[src/rtl/booth_pkg.sv]
// rtl/booth_pkg.sv - shared types and widths for the Booth MAC sequencer
package booth_pkg;

    localparam int OP_W            = 16;
    localparam int PROD_W          = 32;
    localparam int MUL_BUSY_CYCLES = 9;

    typedef enum logic [1:0] {
        IDLE,
        ISSUE,
        WAIT,
        OUT
    } state_t;

endpackage

[src/rtl/booth_mac_ctrl_if.sv]
// rtl/booth_mac_ctrl_if.sv - operand stream, multiplier and result signals of the MAC sequencer
interface booth_mac_ctrl_if
    import booth_pkg::*;
#(
    parameter int ACC_W = 40,
    parameter int CNT_W = 16
);

    logic              in_valid;
    logic              in_ready;
    logic [OP_W-1:0]   in_a;
    logic [OP_W-1:0]   in_b;
    logic              in_last;

    logic              mul_start;
    logic [OP_W-1:0]   mul_x;
    logic [OP_W-1:0]   mul_y;
    logic              mul_busy;
    logic [PROD_W-1:0] mul_z;

    logic              out_valid;
    logic              out_ready;
    logic [ACC_W-1:0]  out_acc;
    logic [CNT_W-1:0]  out_cnt;
    logic              out_ovf;

    modport slave (
        input  in_valid, in_a, in_b, in_last, mul_busy, mul_z, out_ready,
        output in_ready, mul_start, mul_x, mul_y, out_valid, out_acc, out_cnt, out_ovf
    );

    modport master (
        output in_valid, in_a, in_b, in_last, mul_busy, mul_z, out_ready,
        input  in_ready, mul_start, mul_x, mul_y, out_valid, out_acc, out_cnt, out_ovf
    );

endinterface

[src/rtl/booth_mac_ctrl_mac_acc.sv]
// rtl/booth_mac_ctrl_mac_acc.sv - wrapping signed accumulator with term counter and sticky overflow
module mac_acc
    import booth_pkg::*;
#(
    parameter int ACC_W = 40,
    parameter int CNT_W = 16
) (
    input  logic              clk,
    input  logic              rst,
    input  logic              en,
    input  logic              clr,
    input  logic [PROD_W-1:0] prod,
    output logic [ACC_W-1:0]  acc,
    output logic [CNT_W-1:0]  cnt,
    output logic              ovf
);

    logic [ACC_W-1:0] prod_ext;
    logic [ACC_W-1:0] sum;
    logic             ovf_now;

    assign prod_ext = ACC_W'($signed(prod));
    assign sum      = acc + prod_ext;
    // Same-sign operands whose sum flips sign
    assign ovf_now  = (acc[ACC_W-1] == prod_ext[ACC_W-1]) && (sum[ACC_W-1] != acc[ACC_W-1]);

    always_ff @(posedge clk or posedge rst) begin
        if (rst) begin
            acc <= '0;
            cnt <= '0;
            ovf <= 1'b0;
        end else if (clr) begin
            acc <= '0;
            cnt <= '0;
            ovf <= 1'b0;
        end else if (en) begin
            acc <= sum;
            cnt <= cnt + 1'b1;
            ovf <= ovf | ovf_now;
        end
    end

endmodule

[src/rtl/booth_mac_ctrl.sv]
// rtl/booth_mac_ctrl.sv - issues operand pairs to the Booth multiplier and accumulates a dot product
module booth_mac_ctrl
    import booth_pkg::*;
#(
    parameter int ACC_W = 40,
    parameter int CNT_W = 16
) (
    input  logic                clk,
    input  logic                rst,
    booth_mac_ctrl_if.slave     bus
);

    state_t           state;
    logic [OP_W-1:0]  op_a;
    logic [OP_W-1:0]  op_b;
    logic             op_last;
    logic             in_ready_q;
    logic             mul_start_q;
    logic             out_valid_q;
    logic             acc_en;
    logic             acc_clr;
    logic [ACC_W-1:0] acc_q;
    logic [CNT_W-1:0] cnt_q;
    logic             ovf_q;

    assign acc_en  = (state == WAIT) && !bus.mul_busy;
    assign acc_clr = (state == OUT) && bus.out_ready;

    always_ff @(posedge clk or posedge rst) begin
        if (rst) begin
            state       <= IDLE;
            op_a        <= '0;
            op_b        <= '0;
            op_last     <= 1'b0;
            in_ready_q  <= 1'b0;
            mul_start_q <= 1'b0;
            out_valid_q <= 1'b0;
        end else begin
            case (state)
                IDLE: begin
                    if (bus.in_valid && in_ready_q) begin
                        op_a        <= bus.in_a;
                        op_b        <= bus.in_b;
                        op_last     <= bus.in_last;
                        in_ready_q  <= 1'b0;
                        mul_start_q <= 1'b1;
                        state       <= ISSUE;
                    end else begin
                        in_ready_q  <= 1'b1;
                    end
                end
                ISSUE: begin
                    mul_start_q <= 1'b0;
                    state       <= WAIT;
                end
                WAIT: begin
                    // Product is valid the first cycle busy is low again
                    if (!bus.mul_busy) begin
                        out_valid_q <= op_last;
                        in_ready_q  <= !op_last;
                        state       <= op_last ? OUT : IDLE;
                    end
                end
                OUT: begin
                    if (bus.out_ready) begin
                        out_valid_q <= 1'b0;
                        in_ready_q  <= 1'b1;
                        state       <= IDLE;
                    end
                end
                default: state <= IDLE;
            endcase
        end
    end

    mac_acc #(
        .ACC_W (ACC_W),
        .CNT_W (CNT_W)
    ) u_acc (
        .clk  (clk),
        .rst  (rst),
        .en   (acc_en),
        .clr  (acc_clr),
        .prod (bus.mul_z),
        .acc  (acc_q),
        .cnt  (cnt_q),
        .ovf  (ovf_q)
    );

    assign bus.in_ready  = in_ready_q;
    assign bus.mul_start = mul_start_q;
    assign bus.mul_x     = op_a;
    assign bus.mul_y     = op_b;
    assign bus.out_valid = out_valid_q;
    assign bus.out_acc   = acc_q;
    assign bus.out_cnt   = cnt_q;
    assign bus.out_ovf   = ovf_q;

endmodule

[src/flat_wrapper.sv]
// flat-port wrapper written by rule: the top's interface ports become plain ports
module booth_mac_ctrl_flat import booth_pkg::*;
#(
    parameter int ACC_W = 40,
    parameter int CNT_W = 16
)
  (clk, rst, bus_in_valid, bus_in_a, bus_in_b, bus_in_last, bus_mul_busy, bus_mul_z, bus_out_ready, bus_in_ready, bus_mul_start, bus_mul_x, bus_mul_y, bus_out_valid, bus_out_acc, bus_out_cnt, bus_out_ovf);
  booth_mac_ctrl_if #(.ACC_W(ACC_W), .CNT_W(CNT_W)) bus_i ();
  input  logic clk;
  input  logic rst;
  input wire logic [$bits(bus_i.in_valid)-1:0] bus_in_valid;
  input wire logic [$bits(bus_i.in_a)-1:0] bus_in_a;
  input wire logic [$bits(bus_i.in_b)-1:0] bus_in_b;
  input wire logic [$bits(bus_i.in_last)-1:0] bus_in_last;
  input wire logic [$bits(bus_i.mul_busy)-1:0] bus_mul_busy;
  input wire logic [$bits(bus_i.mul_z)-1:0] bus_mul_z;
  input wire logic [$bits(bus_i.out_ready)-1:0] bus_out_ready;
  output wire logic [$bits(bus_i.in_ready)-1:0] bus_in_ready;
  output wire logic [$bits(bus_i.mul_start)-1:0] bus_mul_start;
  output wire logic [$bits(bus_i.mul_x)-1:0] bus_mul_x;
  output wire logic [$bits(bus_i.mul_y)-1:0] bus_mul_y;
  output wire logic [$bits(bus_i.out_valid)-1:0] bus_out_valid;
  output wire logic [$bits(bus_i.out_acc)-1:0] bus_out_acc;
  output wire logic [$bits(bus_i.out_cnt)-1:0] bus_out_cnt;
  output wire logic [$bits(bus_i.out_ovf)-1:0] bus_out_ovf;
  assign bus_i.in_valid = bus_in_valid;
  assign bus_i.in_a = bus_in_a;
  assign bus_i.in_b = bus_in_b;
  assign bus_i.in_last = bus_in_last;
  assign bus_i.mul_busy = bus_mul_busy;
  assign bus_i.mul_z = bus_mul_z;
  assign bus_i.out_ready = bus_out_ready;
  assign bus_in_ready = bus_i.in_ready;
  assign bus_mul_start = bus_i.mul_start;
  assign bus_mul_x = bus_i.mul_x;
  assign bus_mul_y = bus_i.mul_y;
  assign bus_out_valid = bus_i.out_valid;
  assign bus_out_acc = bus_i.out_acc;
  assign bus_out_cnt = bus_i.out_cnt;
  assign bus_out_ovf = bus_i.out_ovf;
  booth_mac_ctrl #(.ACC_W(ACC_W), .CNT_W(CNT_W)) u_core (.clk(clk), .rst(rst), .bus(bus_i));
endmodule
[config.mk]
export PLATFORM = sky130hd
export DESIGN_NAME = booth_mac_ctrl_flat
export DESIGN_NICKNAME = d
export VERILOG_FILES = /design/src/rtl/booth_pkg.sv /design/src/rtl/booth_mac_ctrl_if.sv /design/src/rtl/booth_mac_ctrl_mac_acc.sv /design/src/rtl/booth_mac_ctrl.sv /design/src/flat_wrapper.sv
export SDC_FILE = /design/constraint.sdc
export NUM_CORES = 1
export LEC_CHECK = 0
export CORE_MARGIN = 1.5
export CORE_UTILIZATION = 45
export CTS_BUF_LIST = sky130_fd_sc_hd__clkbuf_4
export CTS_CLUSTER_DIAMETER = 120
export DETAILED_ROUTE_END_ITERATION = 6
export PLACE_DENSITY = 0.78
export SETUP_SLACK_MARGIN = 0.2
export SYNTH_ARGS = -nofsm -noshare
export SYNTH_HDL_FRONTEND = slang
export SYNTH_SLANG_ARGS = --single-unit
[constraint.sdc]
create_clock -name clk -period 2.96 [get_ports clk]
set_input_delay 0.592 -clock clk [delete_from_list [all_inputs] [get_ports clk]]
set_output_delay 0.592 -clock clk [all_outputs]
set_load 0.01 [all_outputs]
# Yosys cells after proc, flatten, opt, wreduce, memory -nomap -nowiden
# Index checks and enable logic that the tools add are counted.
# Widths: inputs -> output; s select.
# op_classes
n_reduce_logical	16
n_eq_ne	8
addsub	2
bitwise	1
n_mux	20
# ops
op	n
$mux 40	2
$add 40x40->40	1
$mux 16	2
$add 16x1->16 const B	1
$reduce_and 3->1	3
$mux 1	8
$mux 2	4
$pmux 2 s4	1
$reduce_bool 2->1	3
$eq 2x2->1 const B	2
$logic_and 1x1->1	4
$ne 2x2->1 const B	2
$pmux 1 s2	2
$reduce_and 2->1	2
$pmux 1 s3	1
$reduce_bool 3->1	1
$eq 2x1->1 const B	1
$logic_not 1->1	2
$logic_not 2->1	1
$ne 2x1->1 const B	1
$eq 1x1->1	1
$ne 1x1->1	1
$or 1x1->1	1
# totals
regBits	95

# Depth between registers and ports, before layout
# logic_depth
depth_word	6
mapped_depth	11

# By module
# A second synthesis with hierarchy kept.
# unflattened
hier_cells	611
area_unflattened_um2	6003.3
# by_module_without_submodules
mod	cells_each	instances	area_per_inst_um2
mac_acc	512	1	4495.6
booth_mac_ctrl	99	1	1507.7

# Worst setup path after synthesis
# Ideal clock, no wire load.
# synth_timing
kind	in2reg
startpoint	in bus_mul_z[0]
endpoint	reg u_core.u_acc.acc[32]
slack_ps	-111
arrival_ps	2945
stages	11
setup_ps	126
path_buffers	0
t_required_ps	2834
path_cell_list	ha_1 > fa_1 > a21o_1 > a221oi_2 > o21ai_2 > a21oi_2 > o211a_4 > o31ai_4 > a21oi_2 > mux2_1 > a221o_1
# synth_via
elab_chain_len	3
# synth_lines
item	line	text
start, declared	flat_wrapper.sv:16	input wire logic [$bits(bus_i.mul_z)-1:0] bus_mul_z;
$add 40x40->40	booth_mac_ctrl_mac_acc.sv:23	assign sum = acc + prod_ext;
$mux 40	booth_mac_ctrl_mac_acc.sv:36	end else if (en) begin
$mux 40	booth_mac_ctrl_mac_acc.sv:32	end else if (clr) begin
end signal, assigned	booth_mac_ctrl_mac_acc.sv:37	acc <= sum;
end, declared	booth_mac_ctrl_mac_acc.sv:13	output logic [ACC_W-1:0] acc,
# No other way between the ends. The select of a mux whose other input is x is not followed.
# A chain may end at the register's enable or synchronous reset.

# Final worst setup path
# layout_timing
startpoint	reg u_core.u_acc.acc[0]
endpoint	reg u_core.u_acc.acc[16]
# layout_via
elab_chain_len	3
# layout_lines
item	line
$add 40x40->40	booth_mac_ctrl_mac_acc.sv:23
$mux 40	booth_mac_ctrl_mac_acc.sv:36
$mux 40	booth_mac_ctrl_mac_acc.sv:32
# No other way between the ends. The select of a mux whose other input is x is not followed.

==> impl_metrics.json <==
{
  "grt_overflow": 0,
  "vias_per_cell": 5.48,
  "power_density_mw_per_mm2": 1000,
  "syn_area_per_cell_sq_um": 9.51,
  "ys_seq_elements": 95,
  "grt_max_degree": 35,
  "path_max_fanout": 2,
  "cts_inserted_buffers": 9,
  "diodes": 0,
  "insertion_delay_ns": 0.49,
  "worst_pin_slew_ns": 0.694,
  "coreArea_sq_mm": 0.0127,
  "wl_mm": 18.2,
  "maxSlewHeadroom_pct": 53.7,
  "yosys.area_share.adder_pct": 8.82,
  "grt_pass1_wl_mm": 29.2,
  "hold_class": "reg2reg",
  "finalHoldViolCount": 0,
  "route.vias.total": 5900,
  "max_freq_ghz": 0.357,
  "arrival_ns": 3.18,
  "slew_viol_final": 0,
  "yosysUniqueCellTypes": 70,
  "synthCells": 621,
  "max-cap-violations": 0,
  "finalClockSkew_ns": 0.0322,
  "die_w_um": 118,
  "start_kind": "register",
  "outcome": "finished, final reports clean",
  "hold_slack_ns": 0.527,
  "grt_use_total_pct": 25.8,
  "synth_mux_area_share_pct": 7.33,
  "setup_slack_ns": 0.158,
  "drc": 0,
  "drive_gt1_share_pct": 25.7,
  "cts-hold-fix-buffers": 0,
  "numClockSinks": 95,
  "drtIter0Drc": 307,
  "irDropWorstVdd_mv": 0.563,
  "cts_tree": "done",
  "fin_tns_setup_ns": 0,
  "dieArea_sq_mm": 0.0138,
  "fin_crit_sh_pct": 94.7,
  "rows": 41,
  "final_cells": 1077,
  "syn-cell-area_sq_mm": 0.00590,
  "layout_min_cycle_time_ns": 2.80,
  "die_h_um": 118,
  "cts.path.max_buffers": 2,
  "wl_per_cell_um": 16.9,
  "io_buffers": 161,
  "synth_ff_type": "dfrtp_1",
  "dpl_cell_area_sq_mm": 0.00850,
  "dp_slack_ns": -0.544,
  "grt_pass1_vias": 6219,
  "gp_congestion": 0.919,
  "synth_top_family_by_area": "compound AO/OA/AOI/OAI gates",
  "antenna_found_initial": 1,
  "synth_edf_count": 0,
  "crit_type": "reg2reg",
  "start_util_pct": 46.4,
  "worstSetupEndpointType": "register",
  "design_area_sq_mm": 0.00906,
  "cp_data_required_time_ns": 3.34,
  "synth-async-reset-ratio_pct": 100,
  "synth-xor-area-share_pct": 5.93,
  "dp_cells": 1039,
  "syn_nets": 732,
  "cts-root-buf": "clkbuf_4",
  "synth_simple_gate_area_share_pct": 15.0,
  "firstDrtPassIters": 5,
  "synth_warnings": 0,
  "setup-violations-final": 0,
  "cts_max_level": 3,
  "yosysSeqAreaShare_pct": 40.3,
  "p_leak_nw": 4.03,
  "antenna_left": 0,
  "area_growth_pct": 53.5,
  "synth_compound_area_share_pct": 20.0,
  "io_pins": 162,
  "clk_pin_slew_ns": 0.16,
  "fin_nets": 1012,
  "dp_hpwl_mm": 13.2,
  "rsz0062_at_grt": "true"
}
[final timing paths]
kind | startpoint | end | slack, ns | cells past startpoint
max in group asynchronous | rst | u_core.u_acc.acc[23] | 1.78 | 3
worst min register to register | u_core.bus.mul_y[7] | u_core.bus.mul_y[7] | 0.53 | 1
min in group asynchronous | rst | u_core.bus.mul_x[9] | 0.57 | 2
worst max register to register | u_core.u_acc.acc[0] | u_core.u_acc.acc[16] | 0.16 | 13
worst min-delay path | u_core.bus.mul_y[7] | u_core.bus.mul_y[7] | 0.53 | 1
worst max-delay path | u_core.u_acc.acc[0] | u_core.u_acc.acc[16] | 0.16 | 13
[per-stage QoR]
| step | util (%) | power, mW |
|---|---|---|
| 6_report | 71.2 | 9.07 |
| 5_1_grt | 71.2 | 9.71 |
| 4_1_cts | 69.1 | 8.74 |
| 3_5_place_dp | 66.8 | 7.78 |
| 3_3_place_gp | 66.8 | 7.58 |
| 2_1_floorplan | - | 5.15 |
[repair_timing]
action,4_1_cts,5_1_grt
setup buffers,11,12
pin swaps,25,24
gates cloned,0,0
gates resized for setup,15,35
endpoints found under the setup margin,9,18
[synth_stat cells (all sizes together), types with 3 or more instances]
library cell	instances	area, sq um
a211oi	3	27.5
a21o	13	97.6
a21oi	52	272
a22o	5	43.8
a31oi	7	43.8
and3	6	37.5
buf	8	37.5
clkbuf	14	53.8
dfrtp	95	2380
ha	40	500
inv	17	63.8
mux2	34	383
mux2i	5	50.1
nand2	75	282
nand2b	5	31.3
nand3	12	60.1
nand3b	3	22.5
nand4	12	75.1
nor2	44	168
nor2b	7	43.8
nor3	8	40.0
nor3b	3	22.5
nor4	4	25.0
o211ai	5	42.5
o21a	3	22.5
o21ai	59	307
o21bai	4	30.0
o31ai	3	36.3
or3	5	31.3
xnor2	15	131
xor2	25	219
[worst max-delay path: stages (launching register included)]
cell	delay (ns)
dfrtp_1	0.44
ha_4	0.17
fa_2	0.34
a21o_1	0.19
a221oi_2	0.32
buf_4	0.17
o31a_1	0.15
o221ai_2	0.11
a21oi_2	0.18
buf_4	0.14
o21bai_1	0.07
a21oi_2	0.16
xnor2_1	0.09
a22o_1	0.19
[sequential cells by signal, summed over array words and instances, names as in the netlist]
register	cells
u_core.bus.mul_x	16
u_core.bus.in_ready	1
u_core.u_acc.acc	40
u_core.state	2
u_core.bus.mul_start	1
u_core.bus.out_valid	1
u_core.u_acc.cnt	16
u_core.op_last	1
u_core.bus.mul_y	16
u_core.u_acc.ovf	1
[power by group]
part	switching, mW	total [mW]	internal [mW]
clock network	0.493	0.753	0.260
logic	2.73	6.01	3.28
registers	0.480	2.31	1.83
total	3.70	9.07	5.37
[layer usage]
metal / wire [um] / track usage, %
met1: 7360 / 30.1
met5: 12 / 0
met2: 8910 / 44.8
met3: 1350 / 6.64
met4: 526 / 11.5
[cells by family after synthesis]
logic type | after synthesis
compound gates | 177
xor+xnor | 40
fa+ha+maj | 41
buf+inv | 39
flops | 95
mux | 39
simple gates | 190
[cells in the final DEF (no fill, tap or decap), drive strengths merged, types with 8 or more instances in the layout]
cell type,synthesis,final
nor3,8,8
nor2,44,44
a21o,13,13
a21oi,52,52
dfrtp,95,95
nand3,12,12
nand2,75,75
xor2,25,25
mux2,34,34
inv,17,19
nand4,12,12
clkdlybuf4s50,0,154
xnor2,15,15
ha,40,40
o21ai,59,59
buf,8,130
clkbuf,14,9
[area by class of cell]
type | count | area [sq um]
Clock buffer | 9 | 67.6
Clock inverter | 6 | 67.6
Fill cell | 964 | 3660
Inverter | 17 | 67.6
Multi-Input combinational cell | 487 | 3650
Sequential cell | 95 | 2380
Tap cell | 172 | 215
Timing Repair Buffer | 291 | 2620
Note: power is estimated with default switching activity, not from simulation.
==> patch (same flow settings) <==
`ACC_W` is set to 40 in 4 places; all go to 80.
--- a/src/rtl/booth_mac_ctrl_if.sv
+++ b/src/rtl/booth_mac_ctrl_if.sv
@@ -4,3 +4,3 @@
 #(
-    parameter int ACC_W = 40,
+    parameter int ACC_W = 80,
     parameter int CNT_W = 16
--- a/src/rtl/booth_mac_ctrl_mac_acc.sv
+++ b/src/rtl/booth_mac_ctrl_mac_acc.sv
@@ -4,3 +4,3 @@
 #(
-    parameter int ACC_W = 40,
+    parameter int ACC_W = 80,
     parameter int CNT_W = 16
--- a/src/rtl/booth_mac_ctrl.sv
+++ b/src/rtl/booth_mac_ctrl.sv
@@ -4,3 +4,3 @@
 #(
-    parameter int ACC_W = 40,
+    parameter int ACC_W = 80,
     parameter int CNT_W = 16
--- a/src/flat_wrapper.sv
+++ b/src/flat_wrapper.sv
@@ -3,3 +3,3 @@
 #(
-    parameter int ACC_W = 40,
+    parameter int ACC_W = 80,
     parameter int CNT_W = 16
Ports: changed (resized bus_out_acc); port bits go from 162 to 202. The function was not compared with the original's and may differ.
==> patch against the original RTL <==
The flow now finishes with violations (negative setup slack); wire length rose by 110%; worst setup slack got worse by 0.51 ns; non-clock buffer count rose by 280; synthesized area rose by 69%; design area rose by 79%; sequential share of layout area fell by 5.4 points; maximum frequency fell by 15%; clock power rose by 89%; sequential cell count rose by 40; final cell count rose by 85%; total power rose by 92%; critical path type unchanged.
==> patch: results (changes against the original RTL) <==
[global_route]
grt_use_met1_pct=36.2  ; was 30.1%
grt_pass1_wl_um=56600  ; was 29200 um
met3_usage_pct=4.73  ; was 6.64%
grt_max_degree=63  ; was 35
grt_usage_pct=29.7  ; was 25.8%
globalRouteMet2Util_pct=51.2  ; was 44.8%

[sta]
report.final.setup_viol=45  ; was 0
setup_slack_ns=-0.347  ; was 0.158 ns
tightest_slew_ns=0.884  ; was 0.694 ns

[placed_design]
io_buffer_count=201  ; was 161
gp_congestion=0.914  ; was 0.919
dp.cells=1908  ; was 1039

[routing]
vias=11700  ; was 5900
drt_iter0_drc=966  ; was 307
via_per_inst=5.87  ; was 5.48
wl_um=37500  ; was 18200 um

[clocking]
numCtsBuffers=17  ; was 9
worst_skew_pair.late_latency_ns=0.63  ; was 0.49 ns
clk_pin_slew_ns=0.18  ; was 0.16 ns
htree_num_levels=4  ; was 3

[status]
violations=negative setup slack
run_status=complete, but fails checks  ; was complete, no violations

[synthesis]
syn_nets=1318  ; was 732
syn-instance-count=1167  ; was 621
ys_seq_area_share_pct=33.8  ; was 40.3%
synth_cell_types=74  ; was 70
synthTopCellsByArea=dfrtp_1 34%, ha_1 10%, nand2_1 5.8%  ; was dfrtp_1 40%, ha_1 8.5%, mux2_2 6.3%
synth.top_cells.by_count=154 x nand2_1, 135 x dfrtp_1, 110 x a21oi_1, 93 x o21ai_0, 80 x ha_1  ; was 95 x dfrtp_1, 75 x nand2_1, 55 x o21ai_0, 49 x a21oi_1, 43 x nor2_1

[finish]
fill_cells=1443  ; was 964
largest_register_ffs=80  ; was 40
drive_gt1_share_pct=32.6  ; was 25.7%

[critical_path]
critPathMaxFanout=3  ; was 2

[floorplanning]
core_mm2=0.0218  ; was 0.0127 mm^2

[pwr]
ir_worst_vdd_v=0.000587  ; was 0.000563 V
cellLeakagePower_nw=7.31  ; was 4.03 nW

[worst_hold_path]
hold_class=primary input to async pin  ; was flop to flop

==> patch: metrics by stage <==
stage	instance area (um^2)	setup WS (ns)	power, mW	setup TNS [ns]	utilization, %
finish	16200	-0.347	17.4	-6.82	74.4
global route	16200	-0.387	18.3	-10.56	74.4
CTS	15600	-0.130	16.0	-1.46	71.5
detailed placement	14800	-0.789	14.0	-35.65	68.0
floorplan	10300	-0.196	8.80	-0.536	-
global placement	14800	-0.697	13.7	-30.47	68.0
==> patch: path summary, 6_finish.rpt <==
check / to / slack (ns) / cells after the start
setup / recovery: u_core.u_acc.acc[52] / -0.35 / 13
hold / removal: u_core.bus.mul_y[8] / 0.35 / 2
setup reg to reg: u_core.u_acc.acc[52] / -0.35 / 13
hold reg to reg: u_core.bus.mul_y[6] / 0.53 / 1
max in group asynchronous: u_core.u_acc.acc[50] / 1.86 / 3
min in group clk: u_core.bus.mul_y[6] / 0.53 / 1
==> patch: final cells by class <==
class | count | area share, %
multi-input combinational | 950 | 43.5
timing repair buffer | 571 | 30.8
sequential | 135 | 20.8
tap | 280 | 2.16
clock inverter | 15 | 1.27
clock buffer | 17 | 0.786
inverter | 26 | 0.624
antenna | 1 | 0.0154
==> patch: report_power, final <==
part / leakage (nW) / switching, mW / total [mW] / internal, mW
clock: 0.172 / 1.00 / 1.42 / 0.415
combinational: 5.43 / 6.08 / 12.7 / 6.60
sequential: 1.71 / 0.681 / 3.28 / 2.59
total: 7.31 / 7.77 / 17.4 / 9.61
==> patch: cells by family (layout without fill, tap and decap cells) <==
logic type               after synthesis  after routing  synth area share, %
buffers and inverters                 82            629                 3.48
XOR/XNOR                              82             82                 7.18
multiplexers                          39             39                 4.33
other                                  0              1                    0
adder cells (fa/ha/maj)               81             81                 10.2
flip-flops                           135            135                 33.8
AO/OA/AOI/OAI                        390            390                 24.2
AND/OR/NAND/NOR                      358            358                 16.9
==> patch: what timing repair did <==
item	CTS	global route
setup buffers	29	25
pin swaps	40	58
hold buffers	0	0
resized for setup	51	96
setup endpoints to repair	53	66
==> patch: worst max-delay path: stages, from the launching register on <==
cell,delay (ns)
dfrtp_1,0.45
ha_4,0.20
fa_2,0.39
a21oi_4,0.17
o211ai_1,0.16
a311oi_2,0.39
o21ai_2,0.16
o41ai_4,0.45
buf_4,0.20
o21ai_4,0.06
a41oi_2,0.19
buf_4,0.15
xor2_1,0.14
o21ai_1,0.07
==> patch: per-layer routing <==
metal	part of all wire, %	up-vias
li1	-	5352
met1	40	5575
met2	49	611
met3	6.2	178
met4	4.7	0
met5	0	-
